<file path="src/rtl/open_drain_pkg.sv">
// open_drain_pkg: shared types and default parameter values for the
// open-drain wire-OR line controller.
package open_drain_pkg;

    typedef enum logic [1:0] {
        IDLE    = 2'd0,
        DRIVE   = 2'd1,
        STRETCH = 2'd2
    } od_state_e;

    localparam int DEFAULT_CHANNELS          = 3;
    localparam int DEFAULT_SYNC_STAGES       = 2;
    localparam int DEFAULT_FILTER_CYCLES     = 4;
    localparam int DEFAULT_MIN_ASSERT_CYCLES = 8;

endpackage

</file>
<file path="src/rtl/open_drain_channel.sv">
// open_drain_channel: one open-drain line. It stretches every drive request
// to a minimum width, synchronizes and (optionally) glitch-filters the wire,
// and flags assertions made by other devices on the shared line.
// Build option: define OPEN_DRAIN_FILTER_EN to include the glitch filter;
// without it level_o is the synchronized wire registered once.
module open_drain_channel
    import open_drain_pkg::*;
#(
    parameter int SYNC_STAGES       = DEFAULT_SYNC_STAGES,
    parameter int FILTER_CYCLES     = DEFAULT_FILTER_CYCLES,
    parameter int MIN_ASSERT_CYCLES = DEFAULT_MIN_ASSERT_CYCLES
) (
    input  logic sys_clock_i,
    input  logic sys_reset_ni,
    input  logic pin_n_i,
    output logic pin_n_o,
    output logic pin_n_oe,
    input  logic assert_i,
    output logic level_o,
    output logic assert_edge_o,
    output logic release_edge_o,
    output logic external_o
);

    localparam int CNT_W = $clog2(MIN_ASSERT_CYCLES + 1);
    localparam logic [CNT_W-1:0] CNT_MAX = CNT_W'(MIN_ASSERT_CYCLES);

`ifdef OPEN_DRAIN_FILTER_EN
    localparam int BLANK_LOAD = SYNC_STAGES + FILTER_CYCLES + 1;
    localparam int FILT_W     = $clog2(FILTER_CYCLES + 1);
    localparam logic [FILT_W-1:0] FILT_LAST = FILT_W'(FILTER_CYCLES - 1);
`else
    localparam int BLANK_LOAD = SYNC_STAGES + 2;
`endif

    localparam int BLANK_W = $clog2(BLANK_LOAD + 1);
    localparam logic [BLANK_W-1:0] BLANK_INIT = BLANK_W'(BLANK_LOAD);

    // Reject parameter values the logic below cannot honour.
    if (SYNC_STAGES < 2 || FILTER_CYCLES < 1 || MIN_ASSERT_CYCLES < 1) begin : g_param_check
        $error("open_drain_channel: SYNC_STAGES>=2, FILTER_CYCLES>=1, MIN_ASSERT_CYCLES>=1 required");
    end

    od_state_e               state;
    od_state_e               state_next;
    logic [CNT_W-1:0]        cnt;
    logic [CNT_W-1:0]        cnt_next;
    logic [BLANK_W-1:0]      blank;
    logic [SYNC_STAGES-1:0]  sync_ff;
    logic                    sync;
    logic                    level_next;

    // The line is only ever pulled low; releasing it means tri-stating.
    assign pin_n_o = 1'b0;
    assign sync    = sync_ff[SYNC_STAGES-1];

    // FSM state and assertion-length counter.
    always_ff @(posedge sys_clock_i or negedge sys_reset_ni) begin
        if (!sys_reset_ni) begin
            state <= IDLE;
            cnt   <= '0;
        end else begin
            state <= state_next;
            cnt   <= cnt_next;
        end
    end

    // Next state: cnt counts cycles the line has been driven, saturating at the minimum width.
    always_comb begin
        state_next = state;
        cnt_next   = cnt;
        case (state)
            IDLE: begin
                if (assert_i) begin
                    state_next = DRIVE;
                    cnt_next   = CNT_W'(1);
                end
            end
            DRIVE: begin
                if (!assert_i && cnt >= CNT_MAX) begin
                    state_next = IDLE;
                    cnt_next   = '0;
                end else begin
                    if (!assert_i) begin
                        state_next = STRETCH;
                    end
                    if (cnt < CNT_MAX) begin
                        cnt_next = cnt + 1'b1;
                    end
                end
            end
            STRETCH: begin
                if (assert_i) begin
                    state_next = DRIVE;
                    if (cnt < CNT_MAX) begin
                        cnt_next = cnt + 1'b1;
                    end
                end else if (cnt >= CNT_MAX) begin
                    state_next = IDLE;
                    cnt_next   = '0;
                end else begin
                    cnt_next = cnt + 1'b1;
                end
            end
            default: begin
                state_next = IDLE;
                cnt_next   = '0;
            end
        endcase
    end

    // Registered drive enable, plus a blanking window that hides our own release echo.
    always_ff @(posedge sys_clock_i or negedge sys_reset_ni) begin
        if (!sys_reset_ni) begin
            pin_n_oe <= 1'b0;
            blank    <= '0;
        end else begin
            pin_n_oe <= (state_next != IDLE);
            if (pin_n_oe && state_next == IDLE) begin
                blank <= BLANK_INIT;
            end else if (blank != '0) begin
                blank <= blank - 1'b1;
            end
        end
    end

    // Synchronizer chain on the inverted wire (1 = line pulled low).
    always_ff @(posedge sys_clock_i or negedge sys_reset_ni) begin
        if (!sys_reset_ni) begin
            sync_ff <= '0;
        end else begin
            sync_ff <= {sync_ff[SYNC_STAGES-2:0], ~pin_n_i};
        end
    end

`ifdef OPEN_DRAIN_FILTER_EN
    logic [FILT_W-1:0] filt_cnt;
    logic [FILT_W-1:0] filt_next;

    // Filter: the level follows sync only after it has disagreed for FILTER_CYCLES cycles in a row.
    always_comb begin
        level_next = level_o;
        filt_next  = '0;
        if (sync != level_o) begin
            if (filt_cnt == FILT_LAST) begin
                level_next = sync;
            end else begin
                filt_next = filt_cnt + 1'b1;
            end
        end
    end

    // Filter run-length counter.
    always_ff @(posedge sys_clock_i or negedge sys_reset_ni) begin
        if (!sys_reset_ni) begin
            filt_cnt <= '0;
        end else begin
            filt_cnt <= filt_next;
        end
    end
`else
    assign level_next = sync;
`endif

    // Level register and its edge pulses, all updated on the same clock.
    always_ff @(posedge sys_clock_i or negedge sys_reset_ni) begin
        if (!sys_reset_ni) begin
            level_o        <= 1'b0;
            assert_edge_o  <= 1'b0;
            release_edge_o <= 1'b0;
        end else begin
            level_o        <= level_next;
            assert_edge_o  <= level_next & ~level_o;
            release_edge_o <= ~level_next & level_o;
        end
    end

    assign external_o = level_o & (state == IDLE) & (blank == '0);

endmodule

</file>
<file path="src/rtl/open_drain_ctrl.sv">
// open_drain_ctrl: bank of independent open-drain line controllers
// (RES, IRQ, NMI, ...), one open_drain_channel per line.
// Build option: define OPEN_DRAIN_FILTER_EN to include the per-line glitch filter.
module open_drain_ctrl
    import open_drain_pkg::*;
#(
    parameter int CHANNELS          = DEFAULT_CHANNELS,
    parameter int SYNC_STAGES       = DEFAULT_SYNC_STAGES,
    parameter int FILTER_CYCLES     = DEFAULT_FILTER_CYCLES,
    parameter int MIN_ASSERT_CYCLES = DEFAULT_MIN_ASSERT_CYCLES
) (
    input  logic                sys_clock_i,
    input  logic                sys_reset_ni,
    input  logic [CHANNELS-1:0] pin_n_i,
    output logic [CHANNELS-1:0] pin_n_o,
    output logic [CHANNELS-1:0] pin_n_oe,
    input  logic [CHANNELS-1:0] assert_i,
    output logic [CHANNELS-1:0] level_o,
    output logic [CHANNELS-1:0] assert_edge_o,
    output logic [CHANNELS-1:0] release_edge_o,
    output logic [CHANNELS-1:0] external_o
);

    for (genvar ch = 0; ch < CHANNELS; ch++) begin : g_channel
        open_drain_channel #(
            .SYNC_STAGES      (SYNC_STAGES),
            .FILTER_CYCLES    (FILTER_CYCLES),
            .MIN_ASSERT_CYCLES(MIN_ASSERT_CYCLES)
        ) u_channel (
            .sys_clock_i   (sys_clock_i),
            .sys_reset_ni  (sys_reset_ni),
            .pin_n_i       (pin_n_i[ch]),
            .pin_n_o       (pin_n_o[ch]),
            .pin_n_oe      (pin_n_oe[ch]),
            .assert_i      (assert_i[ch]),
            .level_o       (level_o[ch]),
            .assert_edge_o (assert_edge_o[ch]),
            .release_edge_o(release_edge_o[ch]),
            .external_o    (external_o[ch])
        );
    end

endmodule

</file>
<file path="config.mk">
export PLATFORM = sky130hd
export DESIGN_NAME = open_drain_ctrl
export DESIGN_NICKNAME = d
export VERILOG_FILES = /design/src/rtl/open_drain_pkg.sv /design/src/rtl/open_drain_channel.sv /design/src/rtl/open_drain_ctrl.sv
export SDC_FILE = /design/constraint.sdc
export NUM_CORES = 1
export LEC_CHECK = 0
export BUFFER_PORTS_ARGS = -buffer_cell sky130_fd_sc_hd__clkbuf_2
export CORE_ASPECT_RATIO = 1.75
export CORE_MARGIN = 8
export CORE_UTILIZATION = 55
export CTS_BUF_LIST = sky130_fd_sc_hd__clkbuf_2
export DETAILED_ROUTE_END_ITERATION = 10
export GPL_TIMING_DRIVEN = 1
export PLACE_DENSITY = 0.75
export SKIP_LAST_GASP = 1
export SLEW_MARGIN = 10
export SYNTH_ARGS = -nofsm -noshare
export SYNTH_HDL_FRONTEND = slang
export SYNTH_SLANG_ARGS = --single-unit
</file>
<file path="constraint.sdc">
create_clock -name sys_clock_i -period 4.1 [get_ports sys_clock_i]
set_input_delay 0.82 -clock sys_clock_i [delete_from_list [all_inputs] [get_ports sys_clock_i]]
set_output_delay 0.82 -clock sys_clock_i [all_outputs]
set_load 0.02 [all_outputs]
</file>
==> results by group <==
Global route
  – Global Route met3 Usage: 4.10%
  – First-pass GRT wire length: 6440 um
  – GRT Max-Usage Layer: met2
  – Total GRT Usage: 11.7%
  – Vias in the first global route: 1508
  – Met2 global-route usage: 20.5%
  – Largest net degree at the start of global routing: 46
  – Grt ovf: 0
  – M1 GR Usage: 11.8%
  – Initial antenna violation count: 0

Synth
  – Xor and xnor area share after synthesis: 4.03%
  – Adder-Cell Fraction of Synth Area: 7.65%
  – Ys async rst share: 100%
  – Synth Area in Simple Gates: 16.5%
  – Post-synthesis mux area share: 1.22%
  – Ys Warns: 0
  – Synthesized area: 0.00245 sq mm
  – Synth unique cells: 39
  – Most common flop cell mapped by yosys: dfrtp_1
  – EDFF count, synth: 0
  – Synth Register Bits: 45
  – Largest family of logic cells by synthesized area: simple AND/OR/NAND/NOR gates
  – Average cell area after synthesis: 10.8 sq um
  – Syn Inst Count: 227
  – Seq/Total Area, Yosys: 45.9%
  – Compound-Gate Fraction of Synth Area: 12.3%

Critical path
  – Worst-path fanout max: 4
  – Worst setup EP type: output port
  – Critical path class: reg2out
  – CP Launch Type: flip-flop
  – Critical-path top delay cell: dfrtp_1
  – Required time worst endpoint: 3280 ps
  – Critical Path, Cell by Cell: inv_1 -> ha_1 -> nor2b_1 -> and3_1 -> clkbuf_2
  – WP data arrival: 1710 ps
  – Delay of the slowest critical-path stage: 440 ps

Placement
  – Final RePlAce weighted congestion: 0.772
  – Input/output buffers: 22
  – Post-DP HPWL: 2860 um

Final layout
  – Fill cells: 391
  – Layout cells sized above 1: 17.9%
  – Finished Core Util: 57.3%
  – Diodes inserted: 0
  – Area grow syn2layout: 1.83%
  – Post-layout net count: 257

Pwr
  – Switching Fraction: 36.9%
  – Peak VDD IR: 0.403 mV
  – Comb pwr share: 38.1%
  – Cell Pwr Density: 606 mW/mm^2
  – Internal: 956 uW
  – Sequential power share: 46.4%
  – P_sw: 560 uW
  – Clk pwr share: 15.5%
  – P_leak: 1.19 nW

Timing
  – Total Neg Setup Slack: 0 ps
  – Worst clock skew: 28.4 ps
  – Hold Vio Cnt, Final: 0
  – Period utilisation layout: 61.6%
  – Fin Hold WS: 348 ps
  – Worst Tran Pin Value: 547 ps
  – F_max: 396 MHz
  – RSZ-0062 raised after global routing: no
  – Worst slew margin: 63.5%
  – Final setup vio count: 0
  – Final worst path period need: 2530 ps
  – Max-slew violation count: 0

Status
  – Status: finished clean

Drt
  – Vias per inst: 5.30
  – Post-DRT Antenna Nets: 0
  – Initial DRC Count: 68
  – Vias: 1516
  – Drt wl/cell: 13.1 um
  – Drt first pass iters: 4
  – Drt drc: 0
  – Final wirelength: 3740 um

CTS
  – Root Driver: clkbuf_2
  – Hold_buf cts: 0
  – CTS tree: built
  – Post-CTS setup buffers: 0
  – CTS buffer count: 5
  – H-tree levels: 2
  – CTS sink cnt: 45
  – Clock latency at the later pin of the worst-skew pair: 400 ps
  – Reg clk slew, reported paths: 220 ps
  – CTS resizes: 0
  – Max Buffers Root-to-Sink: 2

Floorplanning
  – Die width: 66.5 um
  – # IOs: 26
  – Core Area: 0.00436 sq mm
  – Row cnt: 32
  – Die Y: 104 um
  – DIE AREA: 0.00694 sq mm
  – Initial Utilization: 56.2%

Min path
  – Hold Crit Class: reg2reg

Flow run
  – Max cap viols: 0
## cell usage in the layout (no fill, tap or decap), types with 3 or more instances in the layout
master and instances:
a21bo_2 3, a21oi_1 3, a31oi_1 3, and2_1 6, and3_1 6, and4bb_2 4
clkbuf_2 28, conb_1 3, dfrtp_1 45, ha_1 15, inv_1 25, mux2i_1 3
nand2_1 9, nand3_1 4, nor2_1 12, nor2b_1 11, nor3_1 7, nor3b_1 3
o211ai_1 4, o21a_1 3, o21ai_0 8, xnor2_1 5
## metal layers
| layer | wire [um] | part of all wire (%) |
|---|---|---|
| met1 | 1490 | 40 |
| met5 | 0 | 0 |
| met3 | 227 | 6.1 |
| met4 | 72 | 1.9 |
| met2 | 1960 | 52 |
## registers in the layout (all words and copies together) (netlist names)
signal and count:
g_channel.u_channel.sync_ff 6, g_channel.u_channel.cnt 12, g_channel.u_channel.state 6, g_channel.u_channel.release_edge_o 3, g_channel.u_channel.blank 9, g_channel.u_channel.level_o 3
g_channel.u_channel.pin_n_oe 3, g_channel.u_channel.assert_edge_o 3
## critical path, delay by kind of cell (launching register included)
family / cells / cell delay, ps
buf+inv: 2 / 240
fa+ha+maj: 1 / 160
flops: 1 / 440
simple gates: 2 / 470
## worst paths after layout
kind,slack [ps],endpoint,cells after the start,start
worst max-delay path,1570,external_o[2],5,g_channel[2].u_channel.blank[0]
worst min-delay path,350,g_channel[0].u_channel.sync_ff[1],0,g_channel[0].u_channel.sync_ff[0]
worst max register to register,2540,g_channel[1].u_channel.cnt[3],5,g_channel[1].u_channel.cnt[3]
worst min register to register,350,g_channel[0].u_channel.sync_ff[1],0,g_channel[0].u_channel.sync_ff[0]
max in group asynchronous,3250,g_channel[0].u_channel.cnt[3],2,sys_reset_ni
min in group asynchronous,430,g_channel[2].u_channel.state[1],2,sys_reset_ni
## cell usage after synthesis, drive strengths merged, types with 4 or more instances
cell type / n / share of area, %
and2: 6 / 1.5
and3: 6 / 1.5
and4bb: 4 / 2.0
buf: 25 / 8.5
dfrtp: 45 / 46
ha: 15 / 7.6
inv: 25 / 3.8
nand2: 9 / 1.4
nand3: 4 / 0.82
nor2: 12 / 1.8
nor2b: 11 / 2.8
nor3: 7 / 1.4
o211ai: 4 / 1.2
o21ai: 8 / 1.6
xnor2: 7 / 4.0
## power by group through the flow
stage | combinational (mW) | sequential [mW] | clock, mW
final | 0.577 | 0.703 | 0.236
after global routing | 0.661 | 0.727 | 0.261
after CTS | 0.588 | 0.703 | 0.247
after detailed placement | 0.585 | 0.713 | 0
after global placement | 0.566 | 0.708 | 0
after floorplan | 0.551 | 0.657 | 0
## stage by stage
step                      total power [mW]  instance area [sq um]  setup slack, ps  cells
after floorplan                       1.21                   2460             2170    229
after global placement                1.27                   2440             2080    278
after detailed placement              1.30                   2440             2040    278
after CTS                             1.54                   2500             1540    286
after global routing                  1.65                   2500             1390    286
final                                 1.52                   2500             1570    286
## cells by family (layout without fill, tap and decap cells)
| family | after synthesis | count (layout) |
|---|---|---|
| xor gates and xnor gates | 7 | 7 |
| DFF | 45 | 45 |
| buffers and inverters | 50 | 56 |
| and+or+nand+nor | 69 | 69 |
| muxes | 3 | 3 |
| AOI/OAI and AO/OA | 37 | 37 |
| other | 1 | 3 |
| adders and majority gates | 15 | 15 |
## cell type report
| cell class | instances | area (sq um) | area share, % |
|---|---|---|---|
| multi-input combinational | 134 | 1030 | 41.4 |
| timing repair buffer | 23 | 118 | 4.70 |
| sequential | 45 | 1130 | 45.0 |
| inverter | 25 | 93.8 | 3.75 |
| tap | 51 | 63.8 | 2.55 |
| clock inverter | 2 | 33.8 | 1.35 |
| clock buffer | 6 | 30.0 | 1.20 |
No activity file was read; power rests on OpenSTA's default activity.
